===== src/rtl/pixels_load.sv =====
// -----------------------------------------------------------------------------
// pixels_load
//   Four-entry pixel block buffer. A producer streams four pixels in (FILL),
//   then a consumer walks them out one per calc_done pulse (READY). The block
//   alternates strictly between filling and draining; there is no overlap.
//
//   Handshake: a pixel transfers on a rising clk edge where
//   pixel_valid && pixel_ready are both high. calc_done is a single-cycle
//   pulse per consumed pixel and has no ready/backpressure; a calc_done that
//   arrives while the block is not ready is dropped and flagged on calc_err
//   during the following cycle.
//
// Ports
//   clk          in   clock, rising edge
//   n_rst        in   asynchronous active-low reset
//   clear        in   synchronous abort back to FILL, empty (slots retained)
//   pixel_in     in   [DATA_WIDTH] incoming pixel
//   pixel_valid  in   pixel_in is valid
//   pixel_ready  out  block accepts a pixel this cycle (FILL)
//   calc_done    in   consumer finished the pixel at select
//   pixel_out    out  [DATA_WIDTH] slot[select], combinational from registers
//   select       out  [2] current read index
//   block_ready  out  all four pixels loaded and readable (READY)
//   count        out  [3] loaded, not yet consumed pixels, 0..4
//   calc_err     out  one-cycle flag: calc_done seen while not block_ready
//   dbg_state    out  current FSM state (0 = FILL, 1 = READY)
// -----------------------------------------------------------------------------
module pixels_load #(
    parameter int DATA_WIDTH = 8
) (
    input  logic                  clk,
    input  logic                  n_rst,
    input  logic                  clear,
    input  logic [DATA_WIDTH-1:0] pixel_in,
    input  logic                  pixel_valid,
    output logic                  pixel_ready,
    input  logic                  calc_done,
    output logic [DATA_WIDTH-1:0] pixel_out,
    output logic [1:0]            select,
    output logic                  block_ready,
    output logic [2:0]            count,
    output logic                  calc_err,
    output logic                  dbg_state
);

    typedef enum logic {
        ST_FILL  = 1'b0,
        ST_READY = 1'b1
    } state_t;

    state_t                r_state;
    logic [DATA_WIDTH-1:0] r_slot [4];
    logic [1:0]            r_wr_ptr;
    logic [1:0]            r_rd_ptr;
    logic [2:0]            r_count;
    logic                  r_calc_err;

    state_t                w_state_nxt;
    logic [1:0]            w_wr_ptr_nxt;
    logic [1:0]            w_rd_ptr_nxt;
    logic [2:0]            w_count_nxt;
    logic                  w_calc_err_nxt;
    logic                  w_wr_en;

    // -------------------------------------------------------------------------
    // Next-state / datapath control
    // -------------------------------------------------------------------------
    always_comb begin
        w_state_nxt    = r_state;
        w_wr_ptr_nxt   = r_wr_ptr;
        w_rd_ptr_nxt   = r_rd_ptr;
        w_count_nxt    = r_count;
        w_calc_err_nxt = 1'b0;
        w_wr_en        = 1'b0;

        if (clear) begin
            // Abort wins over everything; slot contents are deliberately kept.
            w_state_nxt  = ST_FILL;
            w_wr_ptr_nxt = 2'd0;
            w_rd_ptr_nxt = 2'd0;
            w_count_nxt  = 3'd0;
        end else begin
            case (r_state)
                ST_FILL: begin
                    if (pixel_valid) begin
                        w_wr_en      = 1'b1;
                        w_wr_ptr_nxt = r_wr_ptr + 2'd1;
                        w_count_nxt  = r_count + 3'd1;
                        if (r_wr_ptr == 2'd3) begin
                            w_state_nxt = ST_READY;
                        end
                    end
                    // Nothing to consume yet: drop the pulse and flag it.
                    if (calc_done) begin
                        w_calc_err_nxt = 1'b1;
                    end
                end
                ST_READY: begin
                    // pixel_valid is ignored here; pixel_ready is low.
                    if (calc_done) begin
                        w_rd_ptr_nxt = r_rd_ptr + 2'd1;
                        w_count_nxt  = r_count - 3'd1;
                        if (r_rd_ptr == 2'd3) begin
                            w_state_nxt = ST_FILL;
                        end
                    end
                end
                default: begin
                    w_state_nxt = ST_FILL;
                end
            endcase
        end
    end

    // -------------------------------------------------------------------------
    // State and pointer registers
    // -------------------------------------------------------------------------
    always_ff @(posedge clk or negedge n_rst) begin
        if (!n_rst) begin
            r_state    <= ST_FILL;
            r_wr_ptr   <= 2'd0;
            r_rd_ptr   <= 2'd0;
            r_count    <= 3'd0;
            r_calc_err <= 1'b0;
        end else begin
            r_state    <= w_state_nxt;
            r_wr_ptr   <= w_wr_ptr_nxt;
            r_rd_ptr   <= w_rd_ptr_nxt;
            r_count    <= w_count_nxt;
            r_calc_err <= w_calc_err_nxt;
        end
    end

    // -------------------------------------------------------------------------
    // Pixel storage
    // -------------------------------------------------------------------------
    always_ff @(posedge clk or negedge n_rst) begin
        if (!n_rst) begin
            for (int i = 0; i < 4; i++) begin
                r_slot[i] <= '0;
            end
        end else if (w_wr_en) begin
            r_slot[r_wr_ptr] <= pixel_in;
        end
    end

    // -------------------------------------------------------------------------
    // Outputs
    // -------------------------------------------------------------------------
    assign pixel_ready = (r_state == ST_FILL);
    assign block_ready = (r_state == ST_READY);
    assign select      = r_rd_ptr;
    assign pixel_out   = r_slot[r_rd_ptr];
    assign count       = r_count;
    assign calc_err    = r_calc_err;
    assign dbg_state   = r_state;

endmodule


===== config.mk =====
export PLATFORM = sky130hd
export DESIGN_NAME = pixels_load
export DESIGN_NICKNAME = d
export VERILOG_FILES = /design/src/rtl/pixels_load.sv
export SDC_FILE = /design/constraint.sdc
export NUM_CORES = 1
export LEC_CHECK = 0
export ABC_AREA = 1
export CAP_MARGIN = 30
export CORE_MARGIN = 8
export CORE_UTILIZATION = 26
export CTS_CLUSTER_DIAMETER = 120
export DETAILED_ROUTE_END_ITERATION = 10
export PLACE_DENSITY = 0.42
export SYNTH_ARGS = -nofsm -noshare
export SYNTH_HDL_FRONTEND = slang
export SYNTH_SLANG_ARGS = --single-unit
export TNS_END_PERCENT = 100

===== constraint.sdc =====
create_clock -name clk -period 2.6 [get_ports clk]
set_input_delay 0.52 -clock clk [delete_from_list [all_inputs] [get_ports clk]]
set_output_delay 0.52 -clock clk [all_outputs]
set_load 0.01 [all_outputs]

=== After elaboration in Yosys (flattened, before gate mapping) ===
Index checks and enable logic that the tools add are counted.

* Bitwise logic cells: 3
* Magnitude comparators: 3
* Reductions and logical operators: 7
* Multiplexer cells: 28
* Add/sub/neg operators: 4
* Equality and inequality tests: 5

{| class="wikitable"
|+ Operator list
! operator !! count
|-
| 32-bit bitwise mux || 1
|-
| 8-bit two-way mux || 3
|-
| 8-bit binary-select mux with 2-bit select || 1
|-
| 8-bit demux with 2-bit select || 1
|-
| 2-bit two-way mux || 6
|-
| 1-bit two-way mux || 11
|-
| 3-bit two-way mux || 3
|-
| 3-bit >= comparator (second input constant) || 2
|-
| 3-bit inequality test (second input constant) || 2
|-
| 2-bit NOT with 3-bit output || 2
|-
| 3-bit one-hot mux with 2 select lines || 1
|-
| 2-bit AND reduction || 3
|-
| 2-bit nonzero test || 3
|-
| 2-bit by 1-bit adder with 2-bit output (second input constant) || 2
|-
| 2-bit equality test (second input constant) || 2
|-
| 3-bit by 1-bit adder with 3-bit output (second input constant) || 1
|-
| 3-bit by 1-bit less-than comparator with 1-bit output (second input constant) || 1
|-
| 3-bit by 1-bit subtractor with 3-bit output (second input constant) || 1
|-
| 2-bit inequality test (second input constant) || 1
|-
| 1-bit one-hot mux with 2 select lines || 1
|-
| 1-bit logical AND || 1
|-
| 1-bit NOT || 1
|}

* Bits of input ports: 13
* Bits in registers: 41

=== Depth between registers and ports, before layout ===
* Depth in word-level cells: 6
* Depth in mapped cells: 7

=== Worst setup path before layout ===
Ideal clock, no wire load.

* Path kind: reg2out
* From: register r_rd_ptr[0], in the netlist select[0]
* To: output port pixel_out[0]
* Path buffers: 1
* Arrival time: 1.066 ns
* Cell stages (with the launch flop): 5
* Slack: 1.014 ns
* Path through: dfrtp_1 -> inv_2 -> buf_2 -> nor2_1 -> o22ai_1

* Cells in the longest elaborated chain, start to end: 4

{| class="wikitable"
|+ Ends and longest elaborated chain
! item !! line !! RTL
|-
| from (decl) || 54 || <nowiki>logic [1:0] r_rd_ptr;</nowiki>
|-
| from (signal assigned) || 128 || <nowiki>r_rd_ptr <= w_rd_ptr_nxt;</nowiki>
|-
| 2-bit NOT with 3-bit output (not written as such) || 153 || <nowiki>assign pixel_out = r_slot[r_rd_ptr];</nowiki>
|-
| 8-bit binary-select mux with 2-bit select || 153 ||
|-
| 8-bit two-way mux (not written as such) (2 in a row) || 153 ||
|-
| to (decl) || 38 || <nowiki>output logic [DATA_WIDTH-1:0] pixel_out,</nowiki>
|}

Every way passes these cells. The select of a mux whose other input is x is not followed.

=== Final worst setup path ===
Ends and elaborated chain as after synthesis.

==> metrics.yaml <==
outcome: "finished clean"
final_nets: 264
p_leak_uw: 0.001211
max_freq_ghz: 0.4110
viasPerCell: 4.279
antenna_found_initial: 0
synth_edf_count: 0
clock_latency_ns: 0.29
yosys-top-cells-count: "nand2_1 (43), dfrtp_1 (41), o21ai_2 (32)"
finalCriticalPeriod_ns: 2.433
dieArea_um2: 11010
cts.sinks: 41
ys_seq_area_share_pct: 49.91
syn2layout_area_growth_pct: 23.98
root_buffer: "clkbuf_8"
cts_setup_buffers: 0
fill_cells: 831
setup_viol: 0
rsz0062_at_grt: "false"
portBuffers: 29
grt_util_all_layers_pct: 9.216
cp_data_required_time_ns: 2.08
io_pins: 30
syn_nets: 232
power_frac_clock_pct: 30.0
yosysTopAreaCell: "dfrtp_1"
path_max_fanout: 18
clockBufferDepth: 2
drt_iter0_markers: 45
criticalPathCategory: "reg -> out"
rows: 32
min_path_type: "in -> async"
dr.pass1.iters: 4
synthTopCellsByArea: "dfrtp_1 (50%), o21ai_2 (14%), nand2_1 (7.9%), o21ai_0 (4.4%), nor2_1 (3.3%)"
htreeDepth: 2
cts_made_buffers: 5
die_height_um: 104.9
combPwrFrac_pct: 22.2
p_int_uw: 1294
cp-end-kind: "output pin"
finalClockSkew_ns: 0.004172
clkTransAtPathRegs_ns: 0.08
synthFlopType: "dfrtp_1"
yosysMostFrequentCell: "nand2_1"
grt.overflow.total: 0
hpwl_um: 3321
period_share_pct: 93.58
synth_cell_types: 20
cap_violations: 0
start_util_pct: 26.74
grt_max_degree: 19
fin_tns_setup_ns: 0
diodes: 0
report.final.hold_viol_count: 0
drc: 0
drive_gt1_share_pct: 24.39
power_switching_uw: 505.7
post_dp_cell_area_um2: 2429
multiInputGateArea_um2: 899.6
wl_per_cell_um: 13.66
synthArstFlopShare_pct: 100.0
slew_headroom_pct: 68.94
netlist_area_um2: 2056
drt-total-wl_um: 4753
ys_warn_count: 0
synth_seq_cells: 41
dieWidth_um: 104.9
grt_pass1_vias: 1505
power.density_nw_per_um2: 706.3
startpoint_type: "flop"
whs_ns: 0.09735
drtAntennaViolNets: 0
p_total_uw: 1800
core-area_um2: 7687
syn_avg_cell_area_um2: 9.651
synth_cells: 213
pwr-share-seq_pct: 47.9
cp.arrival_ns: 1.91
synth_top_area_share_pct: 49.91
seqCellArea_um2: 1027
drv_slew: 0
gp_congestion: 0.7320
irDropWorstVdd_mv: 0.3045
final_area_um2: 2549
cts_tree: "done"
grt_pass1_wl_um: 8204
vias: 1489
sw_frac_of_total_pct: 28.09
worst_slew_pin_slew_ns: 0.4659
-- placed cells by master (no fill, tap or decap) --
cell type,n
dfrtp_2,1
nand3_1,5
nand2_1,43
clkbuf_8,6
nand2_4,5
buf_2,1
a211oi_1,1
bufinv_16,1
a21oi_1,2
inv_4,1
inv_1,15
o21ai_2,32
ha_1,5
o21ai_1,1
o21ai_0,18
fa_1,1
clkbuf_1,1
nor2_1,18
nand2_2,7
dfrtp_1,40
clkdlybuf4s50_1,28
inv_2,2
o22ai_1,8
nor2_8,1
buf_4,3
-- final timing paths --
path	from	endpoint	slack, ns	cells past startpoint
max	select[0]$_DFFE_PN0P_	pixel_out[0]	0.17	4
min	n_rst	r_slot[15]$_DFFE_PN0P_	0.1	1
max in group asynchronous	n_rst	r_slot[16]$_DFFE_PN0P_	1.96	2
max reg2reg	block_ready$_DFF_PN0_	r_slot[2]$_DFFE_PN0P_	1.23	6
min in group clk	r_slot[21]$_DFFE_PN0P_	r_slot[21]$_DFFE_PN0P_	0.48	2
min reg2reg	r_slot[21]$_DFFE_PN0P_	r_slot[21]$_DFFE_PN0P_	0.48	2
-- logic make-up after synthesis --
| family | count (synthesis) | share of synthesized area [%] |
|---|---|---|
| buf+inv | 25 | 6.330 |
| fa+ha+maj | 6 | 4.017 |
| compound gates | 62 | 21.55 |
| flops | 41 | 49.91 |
| simple gates | 79 | 18.20 |
-- power by group through the flow --
stage	registers [uW]	clock network, uW	logic (uW)
2_1_floorplan	853	0	272
6_report	862	539	399
5_1_grt	880	582	457
4_1_cts	862	558	410
3_3_place_gp	877	0	405
3_5_place_dp	873	0	409
-- layout make-up --
type                            count  area share [%]
Sequential cell                    41           40.30
Inverter                           18           2.749
Clock inverter                      1           1.178
Timing Repair Buffer               32           12.08
Tap cell                          102           5.007
Multi-Input combinational cell    147           35.30
Clock buffer                        7           3.387
-- registers in the layout (all words and copies together), names as in the netlist --
register     flops
block_ready      1
r_wr_ptr         2
count            3
r_slot          32
select           2
calc_err         1
-- through the flow --
step	setup slack [ns]	cells	util, %
final	0.1669	348	33.15
after global routing	0.03317	348	33.15
after CTS	0.06056	348	33.11
after detailed placement	0.2992	340	31.59
after global placement	0.3473	340	31.59
after floorplan	1.014	213	-
-- critical path, stage by stage (launching register included) --
cell	delay [ns]
dfrtp_2	0.49
inv_2	0.26
o21ai_0	0.13
o22ai_1	0.17
clkdlybuf4s50_1	0.57
-- what timing repair did --
action                                  in CTS  in global routing
resized for setup                            1                  2
endpoints found under the setup margin       3                  5
hold buffers                                 0                  0
-- routing by layer --
layer | vias to the layer above | share of wire [%] | wire length (um) | global-route usage, %
met4 | 0 | 0.95 | 45 | 2.446
met1 | 692 | 51 | 2404 | 12.71
met2 | 28 | 43 | 2045 | 13.39
met5 | - | 0 | 0 | 0
li1 | 764 | - | - | -
met3 | 5 | 5.4 | 258 | 3.071
Note: power is estimated with default switching activity, not from simulation.
